<file path="config.mk">
export PLATFORM = sky130hd
export DESIGN_NAME = mul_sched
export DESIGN_NICKNAME = d
export VERILOG_FILES = /design/src/rtl/mul_sched.sv
export SDC_FILE = /design/constraint.sdc
export NUM_CORES = 1
export LEC_CHECK = 0
export ABC_AREA = 1
export CAP_MARGIN = 0
export CORE_AREA = 2 2 340 342
export CTS_CLUSTER_SIZE = 30
export DETAILED_ROUTE_END_ITERATION = 10
export DIE_AREA = 0 0 342 344
export MAX_ROUTING_LAYER = met4
export SYNTH_ARGS = -nofsm -noshare
export SYNTH_HDL_FRONTEND = slang
export SYNTH_SLANG_ARGS = --single-unit
</file>
<file path="constraint.sdc">
create_clock -name clk -period 5.6 [get_ports clk]
set_input_delay 1.4 -clock clk [delete_from_list [all_inputs] [get_ports clk]]
set_output_delay 1.4 -clock clk [all_outputs]
set_load 0.005 [all_outputs]
</file>
<file path="src/rtl/mul_sched.sv">
// -----------------------------------------------------------------------------
// mul_sched
//
// Round-robin scheduler that shares the two 27x27 multiplier lanes among NREQ
// requesters. Each cycle it grants lane0 to the first pending requester found
// from the rr pointer. Lane1 goes either to the same requester (pair
// operation) or to the next pending single-lane requester (packing). Lane
// ownership is carried through a LAT-deep tag pipeline so that each 54-bit
// product can be routed back to the requester that owns it.
//
// Optional feature macro: MUL_SCHED_PACK_EN
//   defined   : two single-lane requesters may share one grant cycle
//   undefined : a single-lane winner uses lane0 only and lane1 stays idle
//
// Parameters:
//   NREQ  number of requesters (2..8)
//   LAT   multiplier latency in cycles, from en to valid product (1..4)
//
// Ports:
//   clk                     clock, all logic on the rising edge
//   reset                   synchronous, active-high
//   req_vld[NREQ]           requester i has an operation pending
//   req_pair[NREQ]          1: needs both lanes, 0: needs one lane
//   req_a0/req_b0           first operand pair, requester i at [27i+26:27i]
//   req_a1/req_b1           second operand pair, used only for pair requests
//   req_gnt[NREQ]           combinational grant, same cycle as the request
//   m0_en, m1_en            lane enables to the multipliers
//   m0_in1..m1_in2          lane operands (27 bits)
//   m0_out, m1_out          lane products, valid LAT cycles after en
//   rsp_vld[NREQ]           one-cycle result pulse per requester
//   rsp_p0/rsp_p1           per-requester products, 54 bits each
//   idle                    no tags in flight
// -----------------------------------------------------------------------------
module mul_sched #(
  parameter int NREQ = 3,
  parameter int LAT  = 2
) (
  input  logic                 clk,
  input  logic                 reset,
  input  logic [NREQ-1:0]      req_vld,
  input  logic [NREQ-1:0]      req_pair,
  input  logic [NREQ*27-1:0]   req_a0,
  input  logic [NREQ*27-1:0]   req_b0,
  input  logic [NREQ*27-1:0]   req_a1,
  input  logic [NREQ*27-1:0]   req_b1,
  output logic [NREQ-1:0]      req_gnt,
  output logic                 m0_en,
  output logic                 m1_en,
  output logic [26:0]          m0_in1,
  output logic [26:0]          m0_in2,
  output logic [26:0]          m1_in1,
  output logic [26:0]          m1_in2,
  input  logic [53:0]          m0_out,
  input  logic [53:0]          m1_out,
  output logic [NREQ-1:0]      rsp_vld,
  output logic [NREQ*54-1:0]   rsp_p0,
  output logic [NREQ*54-1:0]   rsp_p1,
  output logic                 idle
);

  localparam int IW = (NREQ > 1) ? $clog2(NREQ) : 1;

`ifdef MUL_SCHED_PACK_EN
  localparam bit PACK_EN = 1'b1;
`else
  localparam bit PACK_EN = 1'b0;
`endif

  localparam logic [IW-1:0] LAST_ID = IW'(NREQ - 1);

  // One tag per pipeline stage: which requester owns each lane.
  typedef struct packed {
    logic          v0;
    logic [IW-1:0] id0;
    logic          v1;
    logic [IW-1:0] id1;
  } tag_t;

  logic [IW-1:0] ptr;
  logic [IW-1:0] ptr_nxt;
  tag_t          tags [LAT];

  logic [26:0]   a0_arr [NREQ];
  logic [26:0]   b0_arr [NREQ];
  logic [26:0]   a1_arr [NREQ];
  logic [26:0]   b1_arr [NREQ];

  logic          found_w;
  logic          found_u;
  logic [IW-1:0] w_id;
  logic [IW-1:0] u_id;
  logic [IW:0]   scan;

  logic          pack;
  logic          g0;
  logic          g1;
  logic [IW-1:0] lane1_id;

  tag_t                   out_tag;
  logic [NREQ-1:0][53:0]  p0_arr;
  logic [NREQ-1:0][53:0]  p1_arr;

  // Unpack the flat operand buses into per-requester words.
  always_comb begin
    for (int i = 0; i < NREQ; i++) begin
      a0_arr[i] = req_a0[27*i +: 27];
      b0_arr[i] = req_b0[27*i +: 27];
      a1_arr[i] = req_a1[27*i +: 27];
      b1_arr[i] = req_b1[27*i +: 27];
    end
  end

  // Scan from ptr upward with wraparound. The first pending requester is the
  // winner w; the second pending one is the packing candidate u.
  always_comb begin
    found_w = 1'b0;
    found_u = 1'b0;
    w_id    = '0;
    u_id    = '0;
    scan    = '0;
    for (int k = 0; k < NREQ; k++) begin
      scan = {1'b0, ptr} + (IW+1)'(k);
      if (scan >= (IW+1)'(NREQ)) begin
        scan = scan - (IW+1)'(NREQ);
      end
      if (req_vld[scan[IW-1:0]]) begin
        if (!found_w) begin
          found_w = 1'b1;
          w_id    = scan[IW-1:0];
        end else if (!found_u) begin
          found_u = 1'b1;
          u_id    = scan[IW-1:0];
        end
      end
    end
  end

  // Lane assignment. A pair candidate u is never skipped over to reach a
  // later single, so lane1 simply idles when u needs both lanes. lane1_id is
  // also the last granted id, which is what the pointer advances past.
  always_comb begin
    pack     = PACK_EN && found_w && found_u && !req_pair[w_id] && !req_pair[u_id];
    g0       = found_w && !reset;
    g1       = g0 && (req_pair[w_id] || pack);
    lane1_id = pack ? u_id : w_id;

    req_gnt = '0;
    m0_en   = g0;
    m1_en   = g1;
    m0_in1  = '0;
    m0_in2  = '0;
    m1_in1  = '0;
    m1_in2  = '0;

    if (g0) begin
      req_gnt[w_id] = 1'b1;
      m0_in1        = a0_arr[w_id];
      m0_in2        = b0_arr[w_id];
      if (req_pair[w_id]) begin
        m1_in1 = a1_arr[w_id];
        m1_in2 = b1_arr[w_id];
      end else if (pack) begin
        req_gnt[u_id] = 1'b1;
        m1_in1        = a0_arr[u_id];
        m1_in2        = b0_arr[u_id];
      end
    end

    if (g0) begin
      ptr_nxt = (lane1_id == LAST_ID) ? '0 : lane1_id + 1'b1;
    end else begin
      ptr_nxt = ptr;
    end
  end

  // Pointer and tag pipeline. Tags shift every cycle because the multipliers
  // cannot stall; reset drops everything in flight.
  always_ff @(posedge clk) begin
    if (reset) begin
      ptr <= '0;
      for (int i = 0; i < LAT; i++) begin
        tags[i] <= '0;
      end
    end else begin
      ptr     <= ptr_nxt;
      tags[0] <= {g0, w_id, g1, lane1_id};
      for (int i = 1; i < LAT; i++) begin
        tags[i] <= tags[i-1];
      end
    end
  end

  // Route products from the last tag stage. A lane1 tag with the same owner
  // as lane0 is the second half of a pair; otherwise it is a packed single
  // and its product lands in that requester's p0 slot.
  always_comb begin
    out_tag = tags[LAT-1];
    rsp_vld = '0;
    p0_arr  = '0;
    p1_arr  = '0;
    if (!reset && out_tag.v0) begin
      rsp_vld[out_tag.id0] = 1'b1;
      p0_arr[out_tag.id0]  = m0_out;
      if (out_tag.v1) begin
        if (out_tag.id1 == out_tag.id0) begin
          p1_arr[out_tag.id0] = m1_out;
        end else begin
          rsp_vld[out_tag.id1] = 1'b1;
          p0_arr[out_tag.id1]  = m1_out;
        end
      end
    end
  end

  assign rsp_p0 = p0_arr;
  assign rsp_p1 = p1_arr;

  // Idle when no stage holds a valid lane owner.
  always_comb begin
    idle = 1'b1;
    for (int i = 0; i < LAT; i++) begin
      if (tags[i].v0 || tags[i].v1) begin
        idle = 1'b0;
      end
    end
  end

endmodule

</file>
==> flow_results.org <==
** Routing
- In this run, the number of DRC markers left after iteration 0 of detailed routing was 674.
- In the routed layout, each cell is associated on average with a via count of between 3 and 4.
- The final layout contains routed wiring with a total length of 78400 um.
- Routed vias :: 11700
- In the final routed layout, each cell accounts on average for 21.4 um.
- For this run, the detailed router's first-pass iteration total came to 7.
- Number of nets with antenna violations after routing :: 0
- After detailed routing, the number of remaining DRC violations is 0.

** Layout
- The final layout contains approximately 2600 nets.
- Layout overhead on the synthesized area :: 210%
- Counting the fill cells in the layout gives 13100.
- Cells with a size suffix above 1 make up 7.02% of the layout.

** Worst setup path
- STA classifies the critical path startpoint as a primary input.
- Traced cell by cell, the critical path runs through clkdlybuf4s50_1, inv_2, o21ai_2, nand2_2, nand4_1, nand2_4, inv_4, buf_12, nand2_1, nand2_1, nand2_4, buf_12, nor2_1, clkdlybuf4s50_1.
- Master of the slowest instance on the critical path :: clkdlybuf4s50_1
- The worst setup path is captured at a primary output.
- Required time of the worst setup path :: ~4.2 ns
- Critical path arrival :: 4.06 ns
- Delay of the slowest cell on the worst path :: about 0.54 ns
- Buffer and inverter count on the worst path :: 6
- The setup check on the worst reg-to-reg path leaves a slack of 3.00 ns.
- On the critical path the largest part of the delay comes from buffers and inverters.
- Maximum fanout encountered on the critical timing path :: 26
- The critical path in this run is classified as primary input to primary output.

** Synth
- For this run, the leading register cell type out of synthesis is dfxtp_1.
- Gate Count Post-Synth :: between 1000 and 1500
- Post-synth ARST share :: 0%
- Post-synthesis register bit count :: 10
- After synthesis, the mean cell area works out to 4.24 sq um.
- Yosys mapped the design onto 29 distinct sky130hd cell types.
- The cell area that synthesis handed to floorplanning was 5410 sq um.
- In this run, synthesis inferred 0 flip-flops with an integrated enable.
- Area leader, netlist :: nor2_1
- Yosys warnings :: 0
- Yosys top cell area share :: roughly 33%
- Net count after synthesis :: 1720
- Sequential cells were found to cover roughly 3.7% of the synthesized design area.
- Most repeated cell in the gate-level netlist after synthesis :: nor2_1
- Most frequent cells after synthesis :: 470 x nor2_1, 361 x nand2_1, 138 x nand3_1
- Ranked by total cell area, the synthesized netlist is headed by nor2_1 33%, nand2_1 25%, nand3_1 13%.

** Clocking
- Clock latency of the later-clocked register in the worst-skew pair :: between 0.2 and 0.25 ns
- Buffers inserted during post-CTS setup optimization :: 0
- The tree is rooted in a clkbuf_16.
- Hold-fix buffers at CTS :: 0
- Clock tree synthesis found a total of 10 sinks.
- Counting along the longest clock path gives a buffer depth of 2.
- In this run the number of H-tree levels came out at 1.
- CTS clk-pin slew, worst paths :: 0.04 ns
- TritonCTS created 3 clock buffers.
- TritonCTS built the clock tree.

** STA
- The clock period could shrink to 5.46 ns.
- Setup violations remaining at the end of the flow were counted as 0.
- The worst path meets setup with 0.145 ns of slack.
- Headroom to the max-slew limit came out at ~62%.
- The hold violation count in the final report is 0.
- Final Max Slew Viols :: 0
- Timing would allow up to 183 MHz.
- RSZ-0062 raised after global routing :: false
- Layout Skew :: 0.00232 ns
- On the final layout, the worst hold slack is approximately 0.4 ns.
- Of the available clock period, the critical path in the final layout requires 97.4%.
- For the pin with the worst max-slew slack, the measured transition is 0.577 ns.

** Floorplan
- Number of top-level design ports :: around 880
- Number of standard-cell rows in the floorplan :: 124
- Total core area :: 114000 sq um
- Measured along the x axis, the die boundary spans 342 um.
- Die H :: 344 um
- The floorplan step defined a die boundary enclosing 118000 sq um.
- Effective utilization at floorplan :: 4.75%

** Pwr
- Static leakage :: 6.60 nW
- For this design the total switching power over the nets is 3.60 mW.
- Power density cells :: roughly 380 nW/um^2
- VDD sags by at most 309 uV.
- Registers are responsible for 1.8% of the overall power.
- Combinational logic is responsible for between 90% and 100% of the overall power.
- The internal portion of the total power is ~2.8 mW.
- Overall power consumption after layout is estimated at 6.45 mW.
- Net Sw Frac :: 55.8%
- Clock network fraction of total power :: between 1.5 and 2%

** Global route
- Global routing used roughly an eighth of the available tracks across all layers.
- The via count of the first global-routing pass came to 10800.
- The initial antenna violation count is a little under 50.
- Largest net degree at the start of global routing :: 110
- Global routing finished with a remaining overflow of 0.
- The first global-routing pass estimated 98200 um of wire.

** Place
- Gpl congestion :: 0.930
- In this run the tool buffered the top-level ports with 880 buffer cells.
- Post-place setup slack :: -0.483 ns
- Detailed placement ended at an HPWL of 70100 um.

** Job
- The tool flagged a number of max-cap violations equal to 0.

** Outcome
- The flow ran to the end, and the final reports show no timing, DRC or antenna violations.

** Worst hold path
- Min-delay worst type :: flip-flop to flip-flop
## through the flow
step                      instances  TNS [ns]  instance area, sq um  util [%]
after CTS                      3635         0                 16600      14.6
after global placement         3632     -1.52                 16500      14.5
after global routing           3672         0                 16700      14.7
after floorplan                1277         0                  5410         -
after detailed placement       3632     -1.35                 16500      14.5
final                          3673         0                 16700      14.7
## path summary, 6_finish.rpt
kind                                       startpoint                      to  cells after the start
worst max register to register    ptr[0]$_SDFFE_PP0P_   tags[0][2]$_SDFF_PP0_                     15
worst max-delay path                       req_vld[2]               m1_in1[6]                     14
worst min-delay path            tags[0][1]$_SDFF_PP0_  tags[0][10]$_SDFF_PP0_                      2
worst min register to register  tags[0][1]$_SDFF_PP0_  tags[0][10]$_SDFF_PP0_                      2
## registers in the layout, indices dropped and copies added (netlist names)
signal	flops
tags	8
ptr	2
## placed cells by master (no fill, tap or decap)
master	synthesis	final
nand2_4	1	6
o21ai_2	0	1
nand4_1	2	2
clkdlybuf4s50_1	0	848
buf_8	0	1
nor3_1	1	1
inv_1	126	125
nand3_4	0	1
nand3_2	1	1
a21oi_2	0	4
nand2_1	361	355
nor4_1	1	1
ha_1	3	3
nor2_1	470	463
o21ai_0	3	2
or2_2	2	2
nand3_1	138	137
o22ai_1	1	1
nand4_4	0	1
buf_4	7	50
buf_12	0	35
clkbuf_16	0	3
nand2_2	4	5
o21ai_1	1	1
dfxtp_2	0	1
nor2_2	17	22
buf_6	6	4
a21oi_1	28	24
inv_4	1	2
nand3b_1	1	1
nor2_4	1	3
diode_2	0	38
a31oi_1	1	1
dfxtp_1	10	9
inv_2	7	7
## area by class of cell
class	count	area [sq um]	area share, %
multi-input combinational	1038	4350	26.0
clock buffer	3	75.1	0.448
inverter	134	508	3.03
sequential	10	201	1.20
antenna	38	95.1	0.568
timing repair buffer	938	9620	57.5
tap	1512	1890	11.3
## layer usage
layer | track usage, % | wire length (um) | vias to the layer above
li1 | - | - | 5546
met1 | 14.2 | 31600 | 5447
met2 | 21.3 | 37800 | 593
met3 | 4.65 | 7010 | 74
met4 | 3.32 | 2030 | 0
met5 | - | 0 | -
## what timing repair did
item / in CTS / in global routing
pin swaps: 0 / 2
endpoints found under the setup margin: 13 / 63
gates resized for setup: 12 / 11
hold endpoints to repair: 0 / 0
## cell families (layout without fill, tap and decap cells)
| family | Yosys count | after routing | share of synthesized area, % |
|---|---|---|---|
| buf+inv | 229 | 1075 | 17.9 |
| fa+ha+maj | 3 | 3 | 0.694 |
| compound gates | 34 | 34 | 3.19 |
| other cells | 0 | 38 | 0 |
| flops | 10 | 10 | 3.70 |
| simple gates | 1001 | 1001 | 74.5 |
## worst register-to-register path, cell delays in order, from the launching register on
cell and delay, ns:
dfxtp_1 0.35, inv_1 0.07, ha_1 0.42, inv_2 0.06, nand2_1 0.06, nand3_1 0.09
nand2_2 0.14, nand4_4 0.14, nand2_4 0.18, buf_4 0.16, nand2_1 0.05, nand2_1 0.06
nand2_1 0.08, nand2_4 0.16, buf_6 0.30, inv_2 0.15
## power groups by stage
stage          clock network [mW]  logic (mW)  registers (mW)
2_1_floorplan                   0        2.43           0.105
3_3_place_gp                    0        6.40           0.118
3_5_place_dp                    0        6.35           0.119
4_1_cts                     0.125        6.44           0.118
5_1_grt                     0.128        6.83           0.120
6_report                    0.123        6.21           0.117
No activity file was read; power rests on OpenSTA's default activity.
